[config.mk]
export PLATFORM = sky130hd
export DESIGN_NAME = instr_encoder
export DESIGN_NICKNAME = d
export VERILOG_FILES = /design/src/rtl/mips_pkg.sv /design/src/rtl/instr_enc_word.sv /design/src/rtl/instr_encoder.sv
export SDC_FILE = /design/constraint.sdc
export NUM_CORES = 1
export LEC_CHECK = 0
export CAP_MARGIN = 40
export CELL_PAD_IN_SITES_DETAIL_PLACEMENT = 0
export CELL_PAD_IN_SITES_GLOBAL_PLACEMENT = 1
export CORE_ASPECT_RATIO = 0.6
export CORE_UTILIZATION = 29
export DETAILED_ROUTE_END_ITERATION = 6
export PLACE_DENSITY = 0.81
export SLEW_MARGIN = 20
export SYNTH_ARGS = -nofsm -noshare
export SYNTH_HDL_FRONTEND = slang
export SYNTH_HIERARCHICAL = 1
export SYNTH_SLANG_ARGS = --single-unit
[constraint.sdc]
create_clock -name clk -period 1.6 [get_ports clk]
set_input_delay 0.16 -clock clk [delete_from_list [all_inputs] [get_ports clk]]
set_output_delay 0.16 -clock clk [all_outputs]
set_load 0.05 [all_outputs]
[src/rtl/mips_pkg.sv]
// Shared MIPS encoding constants: ALUOp codes, opcodes, funct codes and field
// positions, plus word-building helpers used by the instruction encoder.
package mips_pkg;

  // ALUOp codes, identical to the ID-stage control decoder outputs
  localparam logic [3:0] ALU_NOOP    = 4'd0;
  localparam logic [3:0] ALU_ADD     = 4'd1;
  localparam logic [3:0] ALU_SUB     = 4'd2;
  localparam logic [3:0] ALU_AND     = 4'd3;
  localparam logic [3:0] ALU_OR      = 4'd4;
  localparam logic [3:0] ALU_MULT    = 4'd5;
  localparam logic [3:0] ALU_XOR     = 4'd6;
  localparam logic [3:0] ALU_NOR     = 4'd7;
  localparam logic [3:0] ALU_SLT     = 4'd8;
  localparam logic [3:0] ALU_BEQ     = 4'd9;
  localparam logic [3:0] ALU_J       = 4'd10;
  localparam logic [3:0] ALU_LW      = 4'd11;
  localparam logic [3:0] ALU_SW      = 4'd12;
  localparam logic [3:0] ALU_ADDI    = 4'd13;
  localparam logic [3:0] ALU_BNE     = 4'd14;
  localparam logic [3:0] ALU_ILLEGAL = 4'd15;

  // Primary opcodes
  localparam logic [5:0] OPC_RTYPE = 6'b000000;
  localparam logic [5:0] OPC_J     = 6'b000010;
  localparam logic [5:0] OPC_BEQ   = 6'b000100;
  localparam logic [5:0] OPC_BNE   = 6'b000101;
  localparam logic [5:0] OPC_ADDI  = 6'b001000;
  localparam logic [5:0] OPC_LW    = 6'b100011;
  localparam logic [5:0] OPC_SW    = 6'b101011;

  // R-type funct codes
  localparam logic [5:0] FN_ADD  = 6'b100000;
  localparam logic [5:0] FN_SUB  = 6'b100010;
  localparam logic [5:0] FN_AND  = 6'b100100;
  localparam logic [5:0] FN_OR   = 6'b100101;
  localparam logic [5:0] FN_MULT = 6'b011000;
  localparam logic [5:0] FN_XOR  = 6'b100110;
  localparam logic [5:0] FN_NOR  = 6'b100111;
  localparam logic [5:0] FN_SLT  = 6'b101010;

  // Field LSB positions within the 32-bit instruction word
  localparam int OPC_LSB = 26;
  localparam int RS_LSB  = 21;
  localparam int RT_LSB  = 16;
  localparam int RD_LSB  = 11;

  function automatic logic [31:0] r_word(input logic [4:0] rs, input logic [4:0] rt,
                                         input logic [4:0] rd, input logic [5:0] fn);
    return (32'(OPC_RTYPE) << OPC_LSB) | (32'(rs) << RS_LSB) |
           (32'(rt) << RT_LSB) | (32'(rd) << RD_LSB) | 32'(fn);
  endfunction

  function automatic logic [31:0] i_word(input logic [5:0] opc, input logic [4:0] rs,
                                         input logic [4:0] rt, input logic [15:0] imm);
    return (32'(opc) << OPC_LSB) | (32'(rs) << RS_LSB) | (32'(rt) << RT_LSB) | 32'(imm);
  endfunction

  function automatic logic [31:0] j_word(input logic [25:0] target);
    return (32'(OPC_J) << OPC_LSB) | 32'(target);
  endfunction

endpackage

[src/rtl/instr_enc_word.sv]
// Combinational ALUOp-to-instruction-word encoder; flags the illegal code.
module instr_enc_word
  import mips_pkg::*;
(
  input  logic [3:0]  op,
  input  logic [4:0]  rs,
  input  logic [4:0]  rt,
  input  logic [4:0]  rd,
  input  logic [15:0] imm,
  input  logic [25:0] target,
  output logic [31:0] word,
  output logic        illegal
);

  // Pick the instruction format and opcode/funct for the requested ALUOp
  always_comb begin
    word    = 32'h0;
    illegal = 1'b0;
    case (op)
      ALU_NOOP:    word = 32'h0;
      ALU_ADD:     word = r_word(rs, rt, rd, FN_ADD);
      ALU_SUB:     word = r_word(rs, rt, rd, FN_SUB);
      ALU_AND:     word = r_word(rs, rt, rd, FN_AND);
      ALU_OR:      word = r_word(rs, rt, rd, FN_OR);
      ALU_MULT:    word = r_word(rs, rt, rd, FN_MULT);
      ALU_XOR:     word = r_word(rs, rt, rd, FN_XOR);
      ALU_NOR:     word = r_word(rs, rt, rd, FN_NOR);
      ALU_SLT:     word = r_word(rs, rt, rd, FN_SLT);
      ALU_BEQ:     word = i_word(OPC_BEQ, rs, rt, imm);
      ALU_J:       word = j_word(target);
      ALU_LW:      word = i_word(OPC_LW, rs, rt, imm);
      ALU_SW:      word = i_word(OPC_SW, rs, rt, imm);
      ALU_ADDI:    word = i_word(OPC_ADDI, rs, rt, imm);
      ALU_BNE:     word = i_word(OPC_BNE, rs, rt, imm);
      ALU_ILLEGAL: illegal = 1'b1;
    endcase
  end

endmodule

[src/rtl/instr_encoder.sv]
// Instruction-memory loader: encodes requests into MIPS words and presents them
// with sequential byte addresses through a one-deep output register.
module instr_encoder
  import mips_pkg::*;
#(
  parameter int  ADDR_W    = 8,
  parameter int  MEM_WORDS = 64,
  localparam int CNT_W     = $clog2(MEM_WORDS) + 1
) (
  input  logic              clk,
  input  logic              reset,
  input  logic              base_load,
  input  logic [ADDR_W-1:0] base_addr,
  input  logic              in_valid,
  output logic              in_ready,
  input  logic [3:0]        in_op,
  input  logic [4:0]        in_rs,
  input  logic [4:0]        in_rt,
  input  logic [4:0]        in_rd,
  input  logic [15:0]       in_imm,
  input  logic [25:0]       in_target,
  output logic              out_valid,
  input  logic              out_ready,
  output logic [ADDR_W-1:0] out_addr,
  output logic [31:0]       out_data,
  output logic [CNT_W-1:0]  count,
  output logic              full,
  output logic              err
);

  logic [ADDR_W-1:0] base;
  logic [ADDR_W-1:0] word_addr;
  logic [31:0]       enc_word;
  logic              enc_illegal;
  logic              accept;
  logic              retire;

  instr_enc_word u_enc (
    .op      (in_op),
    .rs      (in_rs),
    .rt      (in_rt),
    .rd      (in_rd),
    .imm     (in_imm),
    .target  (in_target),
    .word    (enc_word),
    .illegal (enc_illegal)
  );

  assign full      = (count == CNT_W'(MEM_WORDS));
  // Reset gates ready combinationally so nothing is offered while it is held.
  assign in_ready  = !reset && !base_load && !full && (!out_valid || out_ready);
  assign accept    = in_valid && in_ready;
  assign retire    = out_valid && out_ready;
  // Address wraps modulo 2^ADDR_W; the cast truncates the scaled count.
  assign word_addr = base + ADDR_W'({count, 2'b00});

  // Output register, base/count bookkeeping and sticky illegal-op flag
  always_ff @(posedge clk or posedge reset) begin
    if (reset) begin
      out_valid <= 1'b0;
      out_data  <= 32'h0;
      out_addr  <= '0;
      base      <= '0;
      count     <= '0;
      err       <= 1'b0;
    end else begin
      if (retire) out_valid <= 1'b0;
      if (base_load) begin
        // A pending word keeps the address it was captured with.
        base  <= base_addr & ~ADDR_W'(3);
        count <= '0;
        err   <= 1'b0;
      end else if (accept) begin
        if (enc_illegal) begin
          err <= 1'b1;
        end else begin
          out_valid <= 1'b1;
          out_data  <= enc_word;
          out_addr  <= word_addr;
          count     <= count + CNT_W'(1);
        end
      end
    end
  end

endmodule

==> results of run 1 <==
==> flip-flops by register name (all words and copies together) (netlist names) <==
name       cells
out_valid      1
err            1
out_data      32
out_addr       6
base           6
count          7
==> final cells by class <==
type	instances	area [um^2]	share of cell area
clock buffer	6	129	0.0241
clock inverter	2	13.8	0.00257
inverter	8	30.0	0.00562
multi-input combinational	272	1860	0.348
sequential	53	1330	0.249
tap	139	174	0.0325
timing repair buffer	183	1800	0.338
==> through the flow <==
step	setup slack (ps)	hold WS, ps
finish	-375	466
floorplan	-313	312
detailed placement	-549	463
global placement	-450	460
global route	-406	478
CTS	-366	475
==> report_power, final <==
part           switching [mW]  total [mW]  internal, mW
Combinational            1.17        1.92         0.747
Sequential              0.152        1.69          1.54
Clock                   0.514        1.10         0.586
==> worst paths after layout <==
| check | from | end | slack (ps) |
|---|---|---|---|
| max | count[5] | in_ready | -370 |
| min | out_data[29] | out_data[29] | 470 |
| max reg2reg | count[5] | count[3] | -350 |
| min reg2reg | out_data[29] | out_data[29] | 470 |
| max in group asynchronous | reset | out_data[20] | 830 |
| min in group asynchronous | reset | out_data[6] | 490 |
==> timing repair <==
| action | CTS | global route |
|---|---|---|
| resized for setup | 43 | 42 |
| pin swaps | 15 | 44 |
| cloned | 8 | 0 |
| setup buffers | 10 | 5 |
| endpoints found under the setup margin | 49 | 49 |
| hold buffers | 0 | 0 |
==> cell families (layout without fill, tap and decap cells) <==
kind of cell    Yosys count  after routing  share of synthesized area
compound gates           77             78                      0.196
simple gates            173            173                      0.250
fa+ha+maj                 8              8                     0.0337
xor+xnor                  4              4                     0.0110
flops                    53             53                      0.415
other cells               2              3                    0.00235
buf+inv                  35            199                     0.0704
mux                       6              6                     0.0211
==> placed cells by master, fill, tap and decap left out, drive strengths merged, types with 7 or more instances in the layout <==
cell type and n:
buf 112, nor2 14, inv 9, a22o 10, nand2 122, ha 7, dfrtp 53, a21oi 10
o21ai 10, clkdlybuf4s50 71, and4 7
==> worst register-to-register path: stages (launching register included) <==
cell and delay [ps]:
dfrtp_2 400, or4_4 580, buf_6 150, o211a_4 270, and3_4 160, a211o_1 260
==> layer usage <==
metal  up-vias  global-route usage  routed length (um)
met5         -                   0                   0
met4         0              0.0350                  57
met3         7              0.0549                 973
met2       122               0.282                4590
met1      1573               0.291                5310
li1       1588                   -                   -
==> results.sh, run 1 <==
export IMPL_finalCritPeriodShare=1.23
export IMPL_syn2layout_area_growth_pct=67.2
export IMPL_dp_final_hpwl_um=7620
export IMPL_routed_via_density=4.96
export IMPL_cts_sinks=53
export IMPL_htree_levels=2
export IMPL_status="finished, violations left"
export IMPL_grt_pass1_vias=3223
export IMPL_start_util=0.301
export IMPL_critPathSlowestCell="or4_4"
export IMPL_skew_ps=4.76
export IMPL_path_cells="or4_4 > buf_6 > o211a_4 > buf_12"
export IMPL_cp_data_required_time_ps=1440
export IMPL_dp_cells=636
export IMPL_min_period_ps=1970
export IMPL_placed_area_um2=4660
export IMPL_synth_yosys_seq_area_share=0.415
export IMPL_p_per_area_nw_per_um2=880
export IMPL_violations="setup timing"
export IMPL_hold_depth=2
export IMPL_final_util=0.503
export IMPL_synth_edff_count=0
export IMPL_n_fill_cell=988
export IMPL_setup_slack_ps=-375
export IMPL_reg2regPathDepth=5
export IMPL_avgSynthCellArea_um2=8.93
export IMPL_synth_ff_type="dfrtp_1"
export IMPL_antenna_found_initial=0
export IMPL_drt_initial_drc_count=254
export IMPL_critical_path_class="reg -> out"
export IMPL_cts_root_buffer="clkbuf_16"
export IMPL_layout_nets=605
export IMPL_grt_max_degree=34
export IMPL_drv_slew=0
export IMPL_max_stage_delay_ps=580
export IMPL_netlist_top_cells_area="dfrtp_1 41%, nand2_1 14%, buf_6 2.8%"
export IMPL_power_leakage_nw=2.52
export IMPL_cts_tree="built"
export IMPL_ant_nets=0
export IMPL_synthArstFlopShare=1.00
export IMPL_die_area_um2=11500
export IMPL_setup_viol=49
export IMPL_synth_distinct_cells=62
export IMPL_drive_gt1_frac=0.365
export IMPL_fp_row_count=29
export IMPL_hp_class="reg -> reg"
export IMPL_vias=3290
export IMPL_wl_per_cell_um=16.5
export IMPL_numPortBuffers=120
export IMPL_critPathBufInv=2
export IMPL_maxCapViolations=0
export IMPL_worstSkewPairLatency_ps=290
export IMPL_critPathTopFamily="simple AND/OR/NAND/NOR gates"
export IMPL_grt_use_total=0.196
export IMPL_coreArea_um2=10600
export IMPL_place_gp_congestion=0.779
export IMPL_dr_pass1_iters=5
export IMPL_wirelength_um=10900
export IMPL_die_w_um=138
export IMPL_gr_total_overflow=0
export IMPL_cts_buffers=5
export IMPL_synth_area_leader_cell="dfrtp_1"
export IMPL_grt_pass1_wl_um=17000
export IMPL_netlist_instances=358
export IMPL_antenna_cells=0
export IMPL_die_h_um=83.3
export IMPL_cts_buffer_depth=2
export IMPL_hold_viol=0
export IMPL_clk_pin_slew_ps=70
export IMPL_pin_count=125
export IMPL_final_setup_tns_ps=-13750
export IMPL_final_cells=663
export IMPL_synth_top_area_share=0.415
export IMPL_power_mw=4.71
export IMPL_synthTopCellsByCount="122 x nand2_1, 53 x dfrtp_1, 13 x nor2_1"
export IMPL_crit_cells=4
export IMPL_arrival_ps=1810
export IMPL_startpoint_type="register"
export IMPL_fin_area_um2=5350
export IMPL_worst_path_max_fanout=3
export IMPL_ys_ff_latch=53
export IMPL_yosys_warnings=6
export IMPL_fmax_ghz=0.506
export IMPL_synth_most_common_cell="nand2_1"
export IMPL_drc_errors=0
export IMPL_irDropWorstVdd_mv=0.471
export IMPL_synth_area_um2=3200
export IMPL_cp_end_kind="primary output"
export IMPL_rsz0062_at_grt="true"
No activity file was read; power rests on OpenSTA's default activity.
==> run 2: changes to the inputs <==
--- a/config.mk
+++ b/config.mk
@@ -11,7 +11,8 @@
 export CORE_ASPECT_RATIO = 0.6
 export CORE_UTILIZATION = 29
 export DETAILED_ROUTE_END_ITERATION = 6
-export PLACE_DENSITY = 0.81
+export PLACE_DENSITY = 0.8
+export SETUP_SLACK_MARGIN = 0.5
 export SLEW_MARGIN = 20
 export SYNTH_ARGS = -nofsm -noshare
 export SYNTH_HDL_FRONTEND = slang
==> run 2 against run 1 <==
Net effect: the flow still finishes with violations (setup timing); die area is the same; non-clock buffer count up 6; register-to-register slack about the same; first-iteration DRC count fell by 43%; hold slack better by 3.3 ps; clock power barely moved; sequential power rose by 2%; worst setup slack better by 14 ps; maximum frequency rose by 0.73%; largest power group unchanged.
==> results.sh, run 2 (same netlist as run 1, synthesis figures left out) <==
export IMPL_status="finished, violations left"
export IMPL_violations="setup timing"
export IMPL_htree_levels=2
export IMPL_drv_slew=0
export IMPL_arrival_ps=1800
export IMPL_coreArea_um2=10600
export IMPL_hp_class="in -> reg"
export IMPL_min_from="base_addr[4]"
export IMPL_final_cell_mix="74 x buf_4, 69 x clkdlybuf4s50_1, 58 x nand2_1"
export IMPL_max_stage_delay_ps=560
export IMPL_worstSkewPairLatency_ps=300
export IMPL_skew_ps=12.6
export IMPL_hold_viol=0
export IMPL_irDropWorstVdd_mv=0.459
export IMPL_gr_total_overflow=0
export IMPL_antenna_found_initial=0
export IMPL_start_util=0.301
export IMPL_grt_pass1_vias=3529
export IMPL_rsz0062_at_grt="true"
export IMPL_cp_data_required_time_ps=1440
export IMPL_netSwitchingPower_mw=1.92
export IMPL_critPathTopFamily="simple AND/OR/NAND/NOR gates"
export IMPL_layout_commonest_cell="buf_4"
export IMPL_antenna_cells=0
export IMPL_fmax_ghz=0.510
export IMPL_maxCapViolations=0
export IMPL_critPathBufInv=2
export IMPL_drt_initial_drc_count=144
export IMPL_final_setup_tns_ps=-14590
export IMPL_setup_viol=49
export IMPL_switching_share=0.393
export IMPL_fin_area_um2=5710
export IMPL_critPathSlowestCell="or4_4"
export IMPL_numPortBuffers=120
export IMPL_path_cells="or4_4 > buf_6 > o211a_4 > buf_12"
export IMPL_cts_buffer_depth=2
export IMPL_place_gp_congestion=0.809
export IMPL_routed_via_density=5.01
export IMPL_wirelength_um=11300
export IMPL_layout_nets=611
export IMPL_p_per_area_nw_per_um2=854
export IMPL_power_mw=4.88
export IMPL_power_frac_clock=0.226
export IMPL_largestRegisters="out_data: 32 flops, count: 7 flops"
export IMPL_p_seq_frac=0.354
export IMPL_placed_area_um2=4680
export IMPL_drive_gt1_frac=0.445
export IMPL_reg2regPathDepth=5
export IMPL_power_leakage_nw=2.64
export IMPL_setup_slack_ps=-361
export IMPL_min_period_ps=1960
export IMPL_cts_buffers=5
export IMPL_reg2reg_slack_ps=-360
export IMPL_power_internal_mw=2.96
export IMPL_pin_count=125
export IMPL_cts_tree="built"
export IMPL_grt_pass1_wl_um=18100
export IMPL_drc_errors=0
export IMPL_ant_nets=0
export IMPL_critical_path_class="reg -> out"
export IMPL_finalCritPeriodShare=1.23
export IMPL_min_to="base[4]"
export IMPL_die_area_um2=11500
export IMPL_dp_final_hpwl_um=7870
export IMPL_cts_sinks=53
export IMPL_r2r_start="count[5]"
export IMPL_startpoint_type="register"
export IMPL_cp_end_kind="primary output"
export IMPL_clk_pin_slew_ps=80
export IMPL_die_w_um=138
export IMPL_wl_per_cell_um=16.8
export IMPL_cts_root_buffer="clkbuf_16"
export IMPL_top_register="out_data"
export IMPL_syn2layout_area_growth_pct=78.7
export IMPL_vias=3350
export IMPL_hold_depth=2
export IMPL_grt_max_degree=31
export IMPL_combPwrFrac=0.420
export IMPL_n_fill_cell=918
export IMPL_grt_use_total=0.205
export IMPL_die_h_um=83.3
export IMPL_r2r_end="count[3]"
export IMPL_fp_row_count=29
export IMPL_largest_reg_flops=32
export IMPL_dr_pass1_iters=4
export IMPL_worst_path_max_fanout=2
==> run 2: metrics by stage <==
step	util	hold slack (ps)	instances	worst slack [ps]
4_1_cts	0.516	473	668	-356
3_3_place_gp	0.440	457	639	-442
3_5_place_dp	0.440	458	639	-486
2_1_floorplan	-	221	359	-313
5_1_grt	0.537	474	669	-414
6_report	0.537	469	669	-361
==> run 2: worst max path at each step <==
stage | startpoint | to | slack [ps] | cells past startpoint
after floorplan | count[5] | count[4] | -310 | 4
after global placement | in_op[3] | count[2] | -440 | 7
after detailed placement | in_op[2] | count[2] | -490 | 7
after CTS | count[4] | in_ready | -360 | 4
after global routing | count[5] | count[3] | -410 | 6
final | count[5] | in_ready | -360 | 4
==> run 2: metal layers <==
metal | routed length [um] | GRT usage
met4 | 102 | 0.0350
met1 | 5220 | 0.285
met5 | 0 | 0
met3 | 979 | 0.0617
met2 | 4960 | 0.316
==> run 2: layout make-up <==
cell class / instances / area (um^2) / share of cell area
multi-input cells: 272 / 2020 / 0.354
well taps: 139 / 174 / 0.0304
repair buffers: 189 / 2000 / 0.351
clock buffers: 6 / 129 / 0.0226
clock inverters: 2 / 13.8 / 0.00241
inverters: 8 / 33.8 / 0.00591
flip-flops and latches: 53 / 1340 / 0.234
==> run 2: timing repair <==
action,CTS,global route
pin swaps,75,37
cloned,8,0
hold buffers,0,0
setup endpoints to repair,62,57
setup buffers,13,1
gates resized for setup,97,61
==> run 2: power by group through the flow <==
| stage | logic [mW] | registers, mW | clock network, mW |
|---|---|---|---|
| floorplan | 0.467 | 2.32 | 0 |
| CTS | 1.96 | 1.69 | 1.11 |
| finish | 2.05 | 1.73 | 1.10 |
| global route | 2.17 | 1.76 | 1.18 |
| global placement | 1.77 | 1.69 | 0 |
| detailed placement | 1.79 | 1.69 | 0 |
